<file path="src/rtl/text_console.sv">
// Character-stream front end: consumes CPU bytes, tracks a cursor and writes the 50x30 video memory.
// Latency: printable write appears 1 cycle after acceptance; line clear COLS cycles; screen clear COLS*ROWS cycles.
// Backpressure: char_ready is high only in IDLE; the producer holds char_valid/char_data until accepted.
module text_console #(
  parameter int          COLS   = 50,
  parameter int          ROWS   = 30,
  parameter int          ADDR_W = 11,
  parameter logic [7:0]  BLANK  = 8'h20
) (
  input  logic              CLK_CPU,
  input  logic              reset,
  input  logic              char_valid,
  input  logic [7:0]        char_data,
  output logic              char_ready,
  output logic              video_write_enable,
  output logic [7:0]        video_write_data,
  output logic [ADDR_W-1:0] video_write_addr,
  output logic [4:0]        cursor_row,
  output logic [5:0]        cursor_col,
  output logic              busy
);

  localparam logic [4:0]        LAST_ROW  = 5'(ROWS - 1);
  localparam logic [5:0]        LAST_COL  = 6'(COLS - 1);
  localparam logic [ADDR_W-1:0] LAST_ADDR = ADDR_W'(COLS * ROWS - 1);
  localparam logic [ADDR_W-1:0] LINE_END  = ADDR_W'(COLS - 1);

  typedef enum logic [1:0] {CLR_SCREEN, IDLE, PUT, CLR_LINE} state_t;

  state_t            state, nxt_state;
  logic [ADDR_W-1:0] cnt, nxt_cnt;
  logic [4:0]        row, nxt_row, row_inc;
  logic [5:0]        col, nxt_col;
  logic [7:0]        put_dat, nxt_put_dat;
  logic              put_adv, nxt_put_adv;
  logic              wr_en;
  logic [7:0]        wr_dat;
  logic [ADDR_W-1:0] wr_addr;
  logic              cur_upd;
  logic [ADDR_W-1:0] row_ext, row_base, cell_addr;

  assign row_ext = ADDR_W'(row);

  // Row base address; the 50-column case uses shift-adds instead of a multiplier.
  if (COLS == 50) begin : g_shift
    assign row_base = (row_ext << 5) + (row_ext << 4) + (row_ext << 1);
  end else begin : g_mul
    assign row_base = ADDR_W'(row_ext * COLS);
  end

  assign cell_addr = row_base + ADDR_W'(col);
  assign row_inc   = (row == LAST_ROW) ? 5'd0 : row + 5'd1;

  // Next-state decode, byte interpretation and the write request for this cycle.
  always_comb begin
    nxt_state   = state;
    nxt_cnt     = cnt;
    nxt_row     = row;
    nxt_col     = col;
    nxt_put_dat = put_dat;
    nxt_put_adv = put_adv;
    wr_en       = 1'b0;
    wr_dat      = BLANK;
    wr_addr     = cell_addr;
    cur_upd     = 1'b0;
    case (state)
      CLR_SCREEN: begin
        wr_en   = 1'b1;
        wr_addr = cnt;
        if (cnt == LAST_ADDR) begin
          nxt_state = IDLE;
          nxt_cnt   = '0;
          nxt_row   = 5'd0;
          nxt_col   = 6'd0;
        end else begin
          nxt_cnt = cnt + 1'b1;
        end
      end
      IDLE: begin
        if (char_valid && char_ready) begin
          if (char_data >= 8'h20 && char_data <= 8'h7E) begin
            nxt_state   = PUT;
            nxt_put_dat = char_data;
            nxt_put_adv = 1'b1;
          end else begin
            case (char_data)
              8'h0A: begin
                nxt_row   = row_inc;
                nxt_col   = 6'd0;
                nxt_cnt   = '0;
                nxt_state = CLR_LINE;
              end
              8'h0D: nxt_col = 6'd0;
              8'h08: begin
                // Backspace moves the cursor now and blanks the cell it lands on.
                if (col != 6'd0) begin
                  nxt_col     = col - 6'd1;
                  nxt_put_dat = BLANK;
                  nxt_put_adv = 1'b0;
                  nxt_state   = PUT;
                  cur_upd     = 1'b1;
                end
              end
              8'h0C: begin
                nxt_state = CLR_SCREEN;
                nxt_cnt   = '0;
              end
              default: ;
            endcase
          end
        end
      end
      PUT: begin
        wr_en   = 1'b1;
        wr_dat  = put_dat;
        wr_addr = cell_addr;
        if (!put_adv) begin
          nxt_state = IDLE;
        end else if (col == LAST_COL) begin
          // Wrap: the character write goes out first, then the new row is blanked.
          nxt_row   = row_inc;
          nxt_col   = 6'd0;
          nxt_cnt   = '0;
          nxt_state = CLR_LINE;
        end else begin
          nxt_col   = col + 6'd1;
          nxt_state = IDLE;
        end
      end
      CLR_LINE: begin
        wr_en   = 1'b1;
        wr_addr = row_base + cnt;
        if (cnt == LINE_END) begin
          nxt_state = IDLE;
          nxt_cnt   = '0;
        end else begin
          nxt_cnt = cnt + 1'b1;
        end
      end
      default: nxt_state = IDLE;
    endcase
  end

  // State, cursor and registered outputs; write address/data hold when no write is issued.
  always_ff @(posedge CLK_CPU or negedge reset) begin
    if (!reset) begin
      state              <= CLR_SCREEN;
      cnt                <= '0;
      row                <= 5'd0;
      col                <= 6'd0;
      put_dat            <= 8'd0;
      put_adv            <= 1'b0;
      char_ready         <= 1'b0;
      busy               <= 1'b0;
      video_write_enable <= 1'b0;
      video_write_data   <= 8'd0;
      video_write_addr   <= '0;
      cursor_row         <= 5'd0;
      cursor_col         <= 6'd0;
    end else begin
      state              <= nxt_state;
      cnt                <= nxt_cnt;
      row                <= nxt_row;
      col                <= nxt_col;
      put_dat            <= nxt_put_dat;
      put_adv            <= nxt_put_adv;
      char_ready         <= (nxt_state == IDLE);
      busy               <= (nxt_state != IDLE);
      video_write_enable <= wr_en;
      if (wr_en) begin
        video_write_data <= wr_dat;
        video_write_addr <= wr_addr;
      end
      if (nxt_state == IDLE || cur_upd) begin
        cursor_row <= nxt_row;
        cursor_col <= nxt_col;
      end
    end
  end

endmodule

</file>
<file path="config.mk">
export PLATFORM = sky130hd
export DESIGN_NAME = text_console
export DESIGN_NICKNAME = d
export VERILOG_FILES = /design/src/rtl/text_console.sv
export SDC_FILE = /design/constraint.sdc
export NUM_CORES = 1
export LEC_CHECK = 0
export CELL_PAD_IN_SITES_DETAIL_PLACEMENT = 1
export CELL_PAD_IN_SITES_GLOBAL_PLACEMENT = 1
export CORE_UTILIZATION = 30
export CTS_BUF_LIST = sky130_fd_sc_hd__clkbuf_4
export DETAILED_ROUTE_END_ITERATION = 6
export PLACE_DENSITY_LB_ADDON = 0.05
export SYNTH_ARGS = -nofsm -noshare
export SYNTH_HDL_FRONTEND = slang
export SYNTH_SLANG_ARGS = --single-unit
</file>
<file path="constraint.sdc">
create_clock -name CLK_CPU -period 3.37 [get_ports CLK_CPU]
set_input_delay 0.337 -clock CLK_CPU [delete_from_list [all_inputs] [get_ports CLK_CPU]]
set_output_delay 0.337 -clock CLK_CPU [all_outputs]
set_load 0.02 [all_outputs]
</file>
==> impl_metrics.ini <==
[timing]
tightest_slew_ns = 1.117
hold_viol = 0
fin_crit_ns = 3.166
slew_headroom_pct = 25.55
final.setup.tns_ns = 0
rsz0062_at_grt = no
holdWs_ns = 0.03056
report.final.slew_viol_count = 0
setup_viol = 0
finalCritPeriodShare_pct = 93.96
finClkSkew_ns = 0.01932
timing.fmax_mhz = 315.8

[logic_synthesis]
ys_async_sr_fraction_pct = 100.0
synth.avg_cell_area_um2 = 9.977
yosysSeqAreaShare_pct = 38.95
synth-seq-cells = 66
netlist_instances = 425
synth_top_area_share_pct = 38.95
syn_area_um2 = 4240
yosysTopAreaCell = dfrtp_1
synth_nets = 466
ys_warn_count = 0
synth_edf_count = 0
ys.flop_type = dfrtp_1
synth.area.top_cells = dfrtp_1 39%, ha_1 8.0%, mux2_4 3.5%, o21ai_0 3.5%, a22o_1 3.1%
synth.distinct_cells = 70

[status]
status = completed

[setup_path]
cp_slowest_cell = fa_1
crit_chain = fa_1 -> ha_1 -> fa_1 -> xor2_1 -> ha_1 -> or3_1 -> o211a_1 -> or3_1 -> a31o_2
cp.arrival_ns = 3.50
slowest_delay_ns = 0.49
cp_max_fo = 5
reg2reg_depth = 9
crit_buf_inv = 0
path_class = reg2reg
worstSetupEndpointType = register
path_delay_family = adder cells
cp-start-kind = register
r2r-end = video_write_addr[10]
r2r_start = row[0]
r2r_slack_ns = 0.20
worstPathRequired_ns = 3.70

[flow_run]
drv_cap = 0

[global_route]
antenna_found_initial = 0
grt_use_total_pct = 18.93
grt_max_degree = 40
grt-ovfl-total = 0
grt_pass1_vias = 3722
grt_pass1_wl_um = 20960

[place]
globalplace.congestion = 0.7959
placed_area_um2 = 4946
hpwl_um = 9391
port_buffers = 43

[clock_tree]
cts.htree.levels = 3
cts_resized = 0
numCtsBuffers = 9
cts_sinks = 66
cts-root-buf = clkbuf_4
cts_tree = done
cts_setup_buffers = 0
cts_buffer_depth = 2
clk_pin_slew_ns = 0.12
ctsHoldBuffers = 0
worstSkewPairLatency_ns = 0.45

[floorplan]
rows = 43
core_area_um2 = 13830
io_pins = 44
die_area_um2 = 14610
die_w_um = 120.9
die_h_um = 120.9
start_util_pct = 30.67

[pwr]
powerDensity_nw_per_um2 = 260.3
p_leak_nw = 2.303
power_mw = 1.316
irDropWorstVdd_v = 0.0001544

[layout]
multi_input_area_um2 = 2444
layout.nets = 518
design_area_um2 = 5055
n_antenna_cell = 0
syn_to_final_growth_pct = 19.21
regArea_um2 = 1652
n_fill_cell = 1578
drive_gt1_share_pct = 12.45

[detailed_routing]
wl_per_cell_um = 19.52
drc = 0
ant_nets = 0
detail_route.first_pass.iterations = 4
vias = 3579
wl_um = 12920
avgViaCountPerCell = 5.406
drtIter0Drc = 200

[hold_path]
hold_class = in2async
[worst register-to-register path, delay by kind of cell, from the launching register on]
| kind | cells | cell delay [ns] |
|---|---|---|
| XOR/XNOR | 1 | 0.18 |
| adder cells (fa/ha/maj) | 4 | 1.36 |
| AO/OA/AOI/OAI | 2 | 0.46 |
| flip-flops | 1 | 0.41 |
| AND/OR/NAND/NOR | 2 | 0.65 |
[how the worst max path moves through the flow]
stage          cells past startpoint    from                   end
6_report                           9  row[0]  video_write_addr[10]
3_3_place_gp                       9  row[0]  video_write_addr[10]
3_5_place_dp                       9  row[0]  video_write_addr[10]
4_1_cts                            9  row[0]  video_write_addr[10]
5_1_grt                           11  row[1]  video_write_addr[10]
2_1_floorplan                      9  row[0]  video_write_addr[10]
[cell families (layout without fill, tap and decap cells)]
logic type	after synthesis	after routing	synth area share (%)
simple gates	133	133	17.70
compound gates	123	123	20.33
flops	66	66	38.95
buf+inv	34	91	3.423
fa+ha+maj	30	30	9.383
mux	28	28	7.937
xor+xnor	11	11	2.272
[flip-flops by register name, indices dropped and copies added, names as in the netlist, 5 cells and up]
| register | count |
|---|---|
| cnt | 11 |
| video_write_addr | 11 |
| put_dat | 8 |
| video_write_data | 8 |
| col | 6 |
| cursor_col | 6 |
| cursor_row | 5 |
| row | 5 |
[per-layer routing]
metal	share of wire, %	GRT usage [%]	wire length (um)
met1	49	25.56	6285
met2	47	30.46	6059
met3	3.0	3.665	383
met4	1.5	5.787	192
met5	0	0	0
[through the flow]
step	setup slack, ns	utilization (%)	instances
6_report	0.2035	36.56	662
5_1_grt	0.04735	36.56	662
4_1_cts	0.1945	36.56	662
3_5_place_dp	0.2136	35.77	646
3_3_place_gp	0.2409	35.77	646
2_1_floorplan	0.2340	-	425
[cells in the mapped netlist (all sizes together) (9+ instances only)]
cell and number:
ha 27, a21oi 21, o21ai 31, clkbuf 17
mux2i 13, dfrtp 66, a22o 15, nand2 26
nor2 23, and3 15, nand3 10, a21o 9
mux2 15, inv 14
[cells in the final DEF, fill, tap and decap left out, types with 6 or more instances in the layout]
cell,instances
dfrtp_1,66
clkdlybuf4s50_1,42
o21ai_0,30
ha_1,27
nand2_1,26
nor2_1,21
a21oi_1,20
buf_4,17
and3_1,15
a22o_1,15
inv_1,14
mux2i_1,13
nand3_1,10
mux2_4,10
clkbuf_4,10
a21o_1,9
xnor2_1,8
nand4_1,7
or3_1,7
nor3_1,7
nor4_1,6
nand2b_1,6
a31oi_1,6
nor2b_1,6
[cell type report]
cell class | count | share of cell area, %
repair buffers | 61 | 11.34
clock buffers | 10 | 1.485
multi-input cells | 325 | 48.34
flip-flops and latches | 66 | 32.67
clock inverters | 6 | 0.6683
well taps | 180 | 4.455
inverters | 14 | 1.040
[report_power, final]
group          switching, mW  internal (mW)
Combinational         0.0343         0.0194
Clock                  0.317          0.153
Sequential                 0          0.792
Total                  0.351          0.964
Power figures use the tool's default switching activity.
==> variant, RTL diff (same settings) <==
Re-encode `state_t` (4 states) as one-hot, 4 bits wide.
--- a/src/rtl/text_console.sv
+++ b/src/rtl/text_console.sv
@@ -25,7 +25,7 @@
   localparam logic [ADDR_W-1:0] LAST_ADDR = ADDR_W'(COLS * ROWS - 1);
   localparam logic [ADDR_W-1:0] LINE_END  = ADDR_W'(COLS - 1);
 
-  typedef enum logic [1:0] {CLR_SCREEN, IDLE, PUT, CLR_LINE} state_t;
+  typedef enum logic [3:0] {CLR_SCREEN = 4'b0001, IDLE = 4'b0010, PUT = 4'b0100, CLR_LINE = 4'b1000} state_t;
 
   state_t            state, nxt_state;
   logic [ADDR_W-1:0] cnt, nxt_cnt;
Check against the original RTL: no difference found for any inputs over 10 cycles, from zero or initial values and one cycle with reset low; not proved beyond that.
==> variant against the unedited design <==
The flow now finishes with violations (hold timing). Synthesized cell count rose by 6.4%. Clock skew shrank 2.9 ps. Count of clock-buffer cells in the layout decreased by 1. Core utilization rose by 0.81 points. Design area up 2.2%. Synthesized area is essentially flat. Routed wire length decreased by 1.1%. Sequential cell count up 2. Setup slack worse by 13 ps. Non-clock buffer count is 9 higher. Highest routed layer unchanged.
Power is not compared: it rests on default switching activity, and its combinational part moved more than twofold at a synthesized area within 25%.
==> variant: results (changes against the unedited design) <==
| Metric | Value |
|---|---|
| Crit path max fanout | `7 (was 5)` |
| Synth top cells by count | `dfrtp_1 (67), nand2_1 (52), o21ai_0 (36) (was dfrtp_1 (66), o21ai_0 (30), ha_1 (27))` |
| Slew margin rel. | `39.3% (was 25.5%)` |
| GP Congestion | `0.794 (was 0.796)` |
| Final hold viol count | `25 (was 0)` |
| Post-synthesis sequential area ratio | `40.2% (was 38.9%)` |
| Status | `complete, but fails checks (was finished, final reports clean)` |
| Fraction of layout cells with a size suffix above 1 | `14.2% (was 12.4%)` |
| Worst skew pair latency | `470 ps (was 450 ps)` |
| Critical R2R Launch | `row[4] (was row[0])` |
| Flop2flop setup slack | `190 ps` |
| Dpl cell area | `5010 um^2 (was 4950 um^2)` |
| Initial DRC count | `152 (was 200)` |
| Synth cell types | `62 (was 70)` |
| Failing checks | `hold timing` |
| Post-Place Worst Slack | `135 ps (was 214 ps)` |
| Hold slack | `-22.3 ps (was 30.6 ps)` |
| Drt via density | `5.26 (was 5.41)` |
| WP data arrival | `3550 ps (was 3500 ps)` |
| Antenna cells | `0 (unchanged)` |
| Detail Placement HPWL | `9460 um (was 9390 um)` |
| Nets | `551 (was 518)` |
| Fillers | `1575 (was 1578)` |
| Vias in the first global route | `3859 (was 3722)` |
| Synth Flop Type | `dfrtp_1 (unchanged)` |
| Largest net degree at the start of global routing | `69 (was 40)` |
| R2R cell count | `10 (was 9)` |
| Syn nets | `493 (was 466)` |
| First-pass GRT wire length | `20700 um (was 21000 um)` |
| Top cells by area, synth | `dfrtp_1 (40%), ha_1 (8.0%), nand2_1 (4.6%) (was dfrtp_1 (39%), ha_1 (8.0%), mux2_4 (3.5%))` |
| Clk buf depth | `2 (unchanged)` |
| Post-route clock skew | `16.4 ps (was 19.3 ps)` |
| GRT Resource Usage Total | `18.8% (was 18.9%)` |
==> variant: cell count changes in the layout (fill, tap and decap cells not counted), sizes merged, moves of 6 or more <==
cell   delta
a21oi     +6
and3      -9
nor2      +6
mux2i    -10
nor3      +8
buf       +9
or4b      +6
nand2    +26
==> variant: how the worst max path moves through the flow <==
stage	to	cells after the start	start	slack, ps
after CTS	video_write_addr[10]	11	row[4]	100
after floorplan	video_write_addr[9]	12	state[2]	4
after global routing	video_write_addr[10]	10	row[4]	-30
after global placement	video_write_addr[9]	10	state[0]	250
final	video_write_addr[10]	10	row[4]	190
after detailed placement	video_write_addr[10]	11	row[4]	140
==> variant: per-stage QoR <==
stage,hold WS [ps],power [uW],cells,utilization (%)
after floorplan,41.4,1110,452,-
after global placement,466,1260,679,36.2
after detailed placement,471,1270,679,36.2
after CTS,1.64,1870,695,37.3
after global routing,16.9,1940,695,37.4
final,-22.3,1830,695,37.4
==> variant: critical path, cell delays in order, from the launching register on <==
cell and delay, ps:
dfrtp_2 490, fa_1 450, ha_1 240, fa_1 420, xor2_1 160, ha_1 360
nand2_1 90, o31ai_1 470, a31oi_2 170, mux2i_1 170, nor2_1 60
==> variant: power by group through the flow <==
| stage | clock [uW] | combinational, uW | sequential (uW) |
|---|---|---|---|
| after floorplan | 0 | 124 | 989 |
| after global routing | 646 | 308 | 989 |
| after CTS | 614 | 280 | 977 |
| final | 587 | 275 | 972 |
| after detailed placement | 0 | 278 | 994 |
| after global placement | 0 | 273 | 991 |
==> variant: cells by family after synthesis <==
| logic type | synth area share, % |
|---|---|
| AOI/OAI and AO/OA | 20.7 |
| xor gates and xnor gates | 2.27 |
| adders and majority gates | 9.39 |
| buffers and inverters | 3.75 |
| DFF | 40.2 |
| muxes | 3.36 |
| and+or+nand+nor | 20.4 |
==> variant: final cells by class <==
| cell class | instances | area (um^2) | area share [%] |
|---|---|---|---|
| multi-input cells | 349 | 2420 | 46.8 |
| flip-flops and latches | 68 | 1700 | 33.0 |
| repair buffers | 70 | 631 | 12.2 |
| well taps | 180 | 225 | 4.36 |
| clock inverters | 7 | 76.3 | 1.48 |
| clock buffers | 9 | 67.6 | 1.31 |
| inverters | 12 | 45.0 | 0.872 |
==> variant: timing repair <==
item	in CTS	in global routing
setup endpoints to repair	0	2
hold buffers	0	0
resized for setup	0	3
==> variant: layer usage <==
layer	global-route usage (%)	up-vias	wire length, um
li1	-	1774	-
met1	24.3	1781	5970
met3	4.09	27	394
met4	6.64	0	272
met2	30.8	71	6150
met5	0	-	0
